[config.mk]
export PLATFORM = sky130hd
export DESIGN_NAME = pwm_capture
export DESIGN_NICKNAME = d
export VERILOG_FILES = /design/src/rtl/pwm_pkg.sv /design/src/rtl/pwm_edge_sync.sv /design/src/rtl/pwm_capture.sv
export SDC_FILE = /design/constraint.sdc
export NUM_CORES = 1
export LEC_CHECK = 0
export CORE_MARGIN = 5
export CORE_UTILIZATION = 55
export CTS_BUF_LIST = sky130_fd_sc_hd__clkbuf_4 sky130_fd_sc_hd__clkbuf_8
export CTS_CLUSTER_SIZE = 20
export DETAILED_ROUTE_END_ITERATION = 10
export PLACE_DENSITY = 0.79
export SLEW_MARGIN = 5
export SYNTH_ARGS = -nofsm -noshare
export SYNTH_HDL_FRONTEND = slang
export SYNTH_SLANG_ARGS = --single-unit
[constraint.sdc]
create_clock -name CLK -period 2.2 [get_ports CLK]
set_input_delay 0.22 -clock CLK [delete_from_list [all_inputs] [get_ports CLK]]
set_output_delay 0.22 -clock CLK [all_outputs]
set_load 0.03 [all_outputs]
[src/rtl/pwm_pkg.sv]
// Shared PWM definitions: counter width, timeout,
// capture FSM states and the edge-detector bundle.
package pwm_pkg;

  localparam int CNT_W_DEF       = 28;
  localparam int SYNC_STAGES_DEF = 2;
  localparam int TIMEOUT_DEF     = 50000000;

  typedef enum logic [1:0] {
    IDLE       = 2'd0,
    ARMED_HIGH = 2'd1,
    ARMED_LOW  = 2'd2
  } cap_state_e;

  typedef struct packed {
    logic sync;
    logic rise;
    logic fall;
  } edge_t;

endpackage

[src/rtl/pwm_edge_sync.sv]
// Pin synchronizer plus history flop; emits the
// synchronized level and single-cycle rise/fall strobes.
module pwm_edge_sync
  import pwm_pkg::*;
#(
  parameter int SYNC_STAGES = SYNC_STAGES_DEF
) (
  input  logic  CLK,
  input  logic  RST_N,
  input  logic  pwm_in,
  output edge_t edges
);

  logic [SYNC_STAGES-1:0] sff;
  logic                   prev;
  logic                   sync;

  assign sync = sff[SYNC_STAGES-1];

  // Shift the pin through the chain, then keep one
  // cycle of history so both edges see equal latency.
  always_ff @(posedge CLK) begin
    if (!RST_N) begin
      sff  <= '0;
      prev <= 1'b0;
    end else begin
      sff  <= {sff[SYNC_STAGES-2:0], pwm_in};
      prev <= sync;
    end
  end

  // Edge strobes from the synchronized level.
  always_comb begin
    edges.sync = sync;
    edges.rise = sync & ~prev;
    edges.fall = ~sync & prev;
  end

endmodule

[src/rtl/pwm_capture.sv]
// PWM capture: measures period and high time in CLK
// cycles and flags a line that stopped toggling.
module pwm_capture
  import pwm_pkg::*;
#(
  parameter int CNT_W          = CNT_W_DEF,
  parameter int SYNC_STAGES    = SYNC_STAGES_DEF,
  parameter int TIMEOUT_CYCLES = TIMEOUT_DEF
) (
  input  logic             CLK,
  input  logic             RST_N,
  input  logic             pwm_in,
  input  logic             enable,
  output logic [CNT_W-1:0] period_out,
  output logic [CNT_W-1:0] decode_out,
  output logic             meas_valid,
  output logic             static_out,
  output logic             static_level
);

  localparam logic [CNT_W-1:0] ONE  = CNT_W'(1);
  localparam logic [CNT_W-1:0] CMAX = '1;
  localparam logic [CNT_W-1:0] TMO  =
    CNT_W'(TIMEOUT_CYCLES);

  edge_t edges;

  cap_state_e       state_q, state_d;
  logic [CNT_W-1:0] cnt_q, cnt_d;
  logic [CNT_W-1:0] cnt_inc;
  logic [CNT_W-1:0] high_q, high_d;
  logic [CNT_W-1:0] per_q, per_d;
  logic [CNT_W-1:0] dec_q, dec_d;
  logic             mv_q, mv_d;
  logic             st_q, st_d;
  logic             sl_q, sl_d;
  logic             any_edge;

  pwm_edge_sync #(
    .SYNC_STAGES (SYNC_STAGES)
  ) u_sync (
    .CLK    (CLK),
    .RST_N  (RST_N),
    .pwm_in (pwm_in),
    .edges  (edges)
  );

  assign any_edge = edges.rise | edges.fall;
  assign cnt_inc  = (cnt_q == CMAX) ? cnt_q
                                    : cnt_q + ONE;

  // State and result registers.
  always_ff @(posedge CLK) begin
    if (!RST_N) begin
      state_q <= IDLE;
      cnt_q   <= '0;
      high_q  <= '0;
      per_q   <= '0;
      dec_q   <= '0;
      mv_q    <= 1'b0;
      st_q    <= 1'b0;
      sl_q    <= 1'b0;
    end else begin
      state_q <= state_d;
      cnt_q   <= cnt_d;
      high_q  <= high_d;
      per_q   <= per_d;
      dec_q   <= dec_d;
      mv_q    <= mv_d;
      st_q    <= st_d;
      sl_q    <= sl_d;
    end
  end

  // Next-state: arm on rise, latch high time on
  // fall, publish on the following rise; an edge
  // always beats a coincident timeout.
  always_comb begin
    state_d = state_q;
    cnt_d   = cnt_inc;
    high_d  = high_q;
    per_d   = per_q;
    dec_d   = dec_q;
    mv_d    = 1'b0;
    st_d    = st_q;
    sl_d    = sl_q;
    if (!enable) begin
      state_d = IDLE;
      cnt_d   = '0;
    end else begin
      if (st_q && any_edge)
        st_d = 1'b0;
      unique case (state_q)
        IDLE: begin
          cnt_d = '0;
          if (edges.rise) begin
            state_d = ARMED_HIGH;
            cnt_d   = ONE;
          end
        end
        ARMED_HIGH: begin
          if (edges.fall) begin
            high_d  = cnt_q;
            state_d = ARMED_LOW;
          end else if (!any_edge && cnt_q >= TMO) begin
            per_d   = '0;
            dec_d   = '0;
            st_d    = 1'b1;
            sl_d    = edges.sync;
            cnt_d   = '0;
            state_d = IDLE;
          end
        end
        ARMED_LOW: begin
          if (edges.rise) begin
            per_d   = cnt_q;
            dec_d   = high_q;
            mv_d    = 1'b1;
            cnt_d   = ONE;
            state_d = ARMED_HIGH;
          end else if (!any_edge && cnt_q >= TMO) begin
            per_d   = '0;
            dec_d   = '0;
            st_d    = 1'b1;
            sl_d    = edges.sync;
            cnt_d   = '0;
            state_d = IDLE;
          end
        end
        default: begin
          state_d = IDLE;
          cnt_d   = '0;
        end
      endcase
    end
  end

  assign period_out   = per_q;
  assign decode_out   = dec_q;
  assign meas_valid   = mv_q;
  assign static_out   = st_q;
  assign static_level = sl_q;

endmodule
==> flow_summary.toml <==
[status]
outcome = "completed"

[cells_and_area]
syn_to_final_growth_pct = 27.6
final_nets = 713
drive_above_1_share_pct = 12.7
fin_util_pct = 72.8
final_cells = 822
design_area_sq_mm = 0.00641
n_antenna_cell = 0

[power_and_ir_drop]
swShare_pct = 21.2
internal_power_mw = 3.57
sequentialPowerShare_pct = 48.1
leakagePower_nw = 2.14
power_density_mw_per_mm2 = 706
p_clk_share_pct = 50.5
power_switching_mw = 0.959
power.share.combinational_pct = 1.4
total_power_mw = 4.53
ir_drop_mv = 0.472

[yosys]
yosys_most_used_dff = "dfxtp_1"
ys.warnings.count = 0
synth_edf_count = 0
synth.avg_cell_area_sq_um = 7.99
syn-cell-area_sq_mm = 0.00502
synthCells = 629
synth_cell_types = 48
ys_seq_elements = 120
synth-seq-area-share_pct = 47.8
syn_nets = 641
synthArstFlopShare_pct = 0

[placement]
post-place-ws_ns = 0.0982
hpwl_um = 8510
dpl.cell_count = 790
placed_cell_area_sq_mm = 0.00592
port_buffers = 62
place_congestion = 0.917

[sta]
rsz0062_at_grt = "no"
skew_ns = 0.00920
max-slew-margin-rel_pct = 45.6
clock.fmax_ghz = 0.468
finalSetupViolations = 0
setup_tns_ns = 0
post-route-period-util_pct = 97.1
period_minus_slack_ns = 2.14
drv_slew = 0
final.setup.worst_slack_ns = 0.0633
hold_slack_ns = 0.132
worst_pin_slew_ns = 0.816
hold_viol_final = 0

[routing]
dr.pass1.iters = 5
wire_per_inst_um = 15.2
drt-initial-drc-count = 304
drt-total-wl_um = 12500
vias_per_cell = 5.63
drc_errors = 0
num_vias = 4625
antenna_left = 0

[critical_path]
r2r_setup_slack_ns = 0.06
r2r_end = "cnt_q[17]"
crit_required_ns = 2.55
crit_path_start_kind = "flip-flop"
critPathKind = "reg -> reg"
crit_fanout = 8
end_kind = "flip-flop"
crit_end = "cnt_q[17]"
r2r_cells = 5
r2r_start = "cnt_q[8]"
arrival_ns = 2.49
critPathLaunch = "cnt_q[8]"

[floorplanning]
pin_count = 63
die_area_sq_mm = 0.0111
fp-row-count = 34
die_h_um = 106
coreArea_sq_mm = 0.00881
die_w_um = 106
initial_utilization_pct = 57.0

[min_path]
timing.hold.worst.start = "RST_N"
worstHoldPathType = "in -> reg"
min_path_cells = 3

[global_routing]
overflow = 0
grt_start_max_net_pins = 91
antenna_found_initial = 0
grt_use_met2_pct = 38.4
use_met1_pct = 29.4
grt_pass1_wl_um = 21300
grt_pass1_vias = 4451
grt_use_met3_pct = 6.54
track_usage_pct = 23.2
grt.busiest_layer = "met2"

[clock_tree]
hold_buffers = 0
cts_tree = "done"
cts_root_buf = "clkbuf_8"
htreeDepth = 4
cts.clk_slew.worst_paths_ns = 0.07
clk_latency_ns = 0.43
cts_buffers = 17
cts_num_sinks = 120
ctsLongestPathBuffers = 2

[run]
timing.max_cap.violations = 0
[worst min-delay path by stage]
stage                          endpoint  slack [ns]
after CTS                    state_q[1]        0.12
after global routing         state_q[1]        0.14
final                        state_q[1]        0.13
after detailed placement  u_sync.sff[1]        0.43
after global placement    u_sync.sff[1]        0.43
after floorplan           u_sync.sff[0]        0.35
[synth_stat cells, types with 8 or more instances]
cell	number	share of area, %
nor2_1	16	1.2
o31ai_1	10	1.5
clkbuf_1	34	2.5
ha_1	8	2.0
nor4_1	9	1.1
dfxtp_1	120	48
or3_1	9	1.1
or4_1	9	1.3
a21boi_0	31	4.6
inv_1	14	1.0
nand2_1	192	14
a21oi_1	21	2.1
nor3_1	9	0.90
buf_2	8	0.80
nand3_1	11	1.1
o21ai_0	65	6.5
[power by group through the flow]
stage / Combinational (mW) / Sequential [mW] / Clock (mW)
floorplan: 0.0454 / 2.23 / 0
global placement: 0.0625 / 2.23 / 0
detailed placement: 0.0626 / 2.23 / 0
CTS: 0.0627 / 2.18 / 2.32
global route: 0.0697 / 2.18 / 2.43
finish: 0.0635 / 2.18 / 2.29
[sequential cells by signal (all words and copies together), names as in the netlist]
register	flops
u_sync.prev	1
static_out	1
decode_out	28
u_sync.sff	2
high_q	28
state_q	2
static_level	1
cnt_q	28
meas_valid	1
period_out	28
[layout by cell type (no fill, tap or decap), types with 4 or more instances in the layout]
cell type / count
nor3_1: 9
o31ai_1: 10
clkdlybuf4s50_1: 61
buf_12: 4
and2_1: 4
buf_4: 36
nand4_1: 7
dfxtp_1: 119
and3_1: 4
xnor2_1: 5
clkbuf_8: 17
or4_1: 9
clkinv_4: 4
nor4_1: 5
nand3_1: 11
nor2_1: 16
a21oi_1: 20
ha_1: 8
bufinv_16: 5
o21ai_0: 65
or3_1: 9
a21boi_0: 31
nand2_1: 192
nor4_2: 4
inv_1: 14
[what timing repair did]
action | in CTS | in global routing
gates resized for setup | 0 | 6
endpoints found under the setup margin | 0 | 41
setup buffers | 0 | 0
[cells by family (layout without fill, tap and decap cells)]
family | Yosys count | after routing | share of synthesized area, %
adders and majority gates | 8 | 8 | 1.99
AOI/OAI and AO/OA | 145 | 145 | 17.6
xor gates and xnor gates | 5 | 5 | 0.872
muxes | 1 | 1 | 0.199
and+or+nand+nor | 287 | 287 | 26.2
buffers and inverters | 63 | 148 | 5.28
DFF | 120 | 120 | 47.8
[worst max-delay path, stage by stage (launching register included)]
cell and delay, ns:
dfxtp_1 0.45, nand4_2 0.18, or4_4 0.62, buf_4 0.20
or4_1 0.47, a21oi_1 0.14
[final cells by class]
cell class / instances / area, sq um
inverters: 14 / 52.6
multi-input cells: 446 / 2390
well taps: 108 / 135
repair buffers: 102 / 966
clock buffers: 18 / 241
fillers: 672 / 2400
flip-flops and latches: 120 / 2400
clock inverters: 14 / 220
[layer usage]
layer,vias up,share of wire [%]
li1,2287,-
met1,2181,45
met2,131,48
met3,26,5.0
met4,0,2.0
met5,-,0
(Power assumes the default switching activity.)
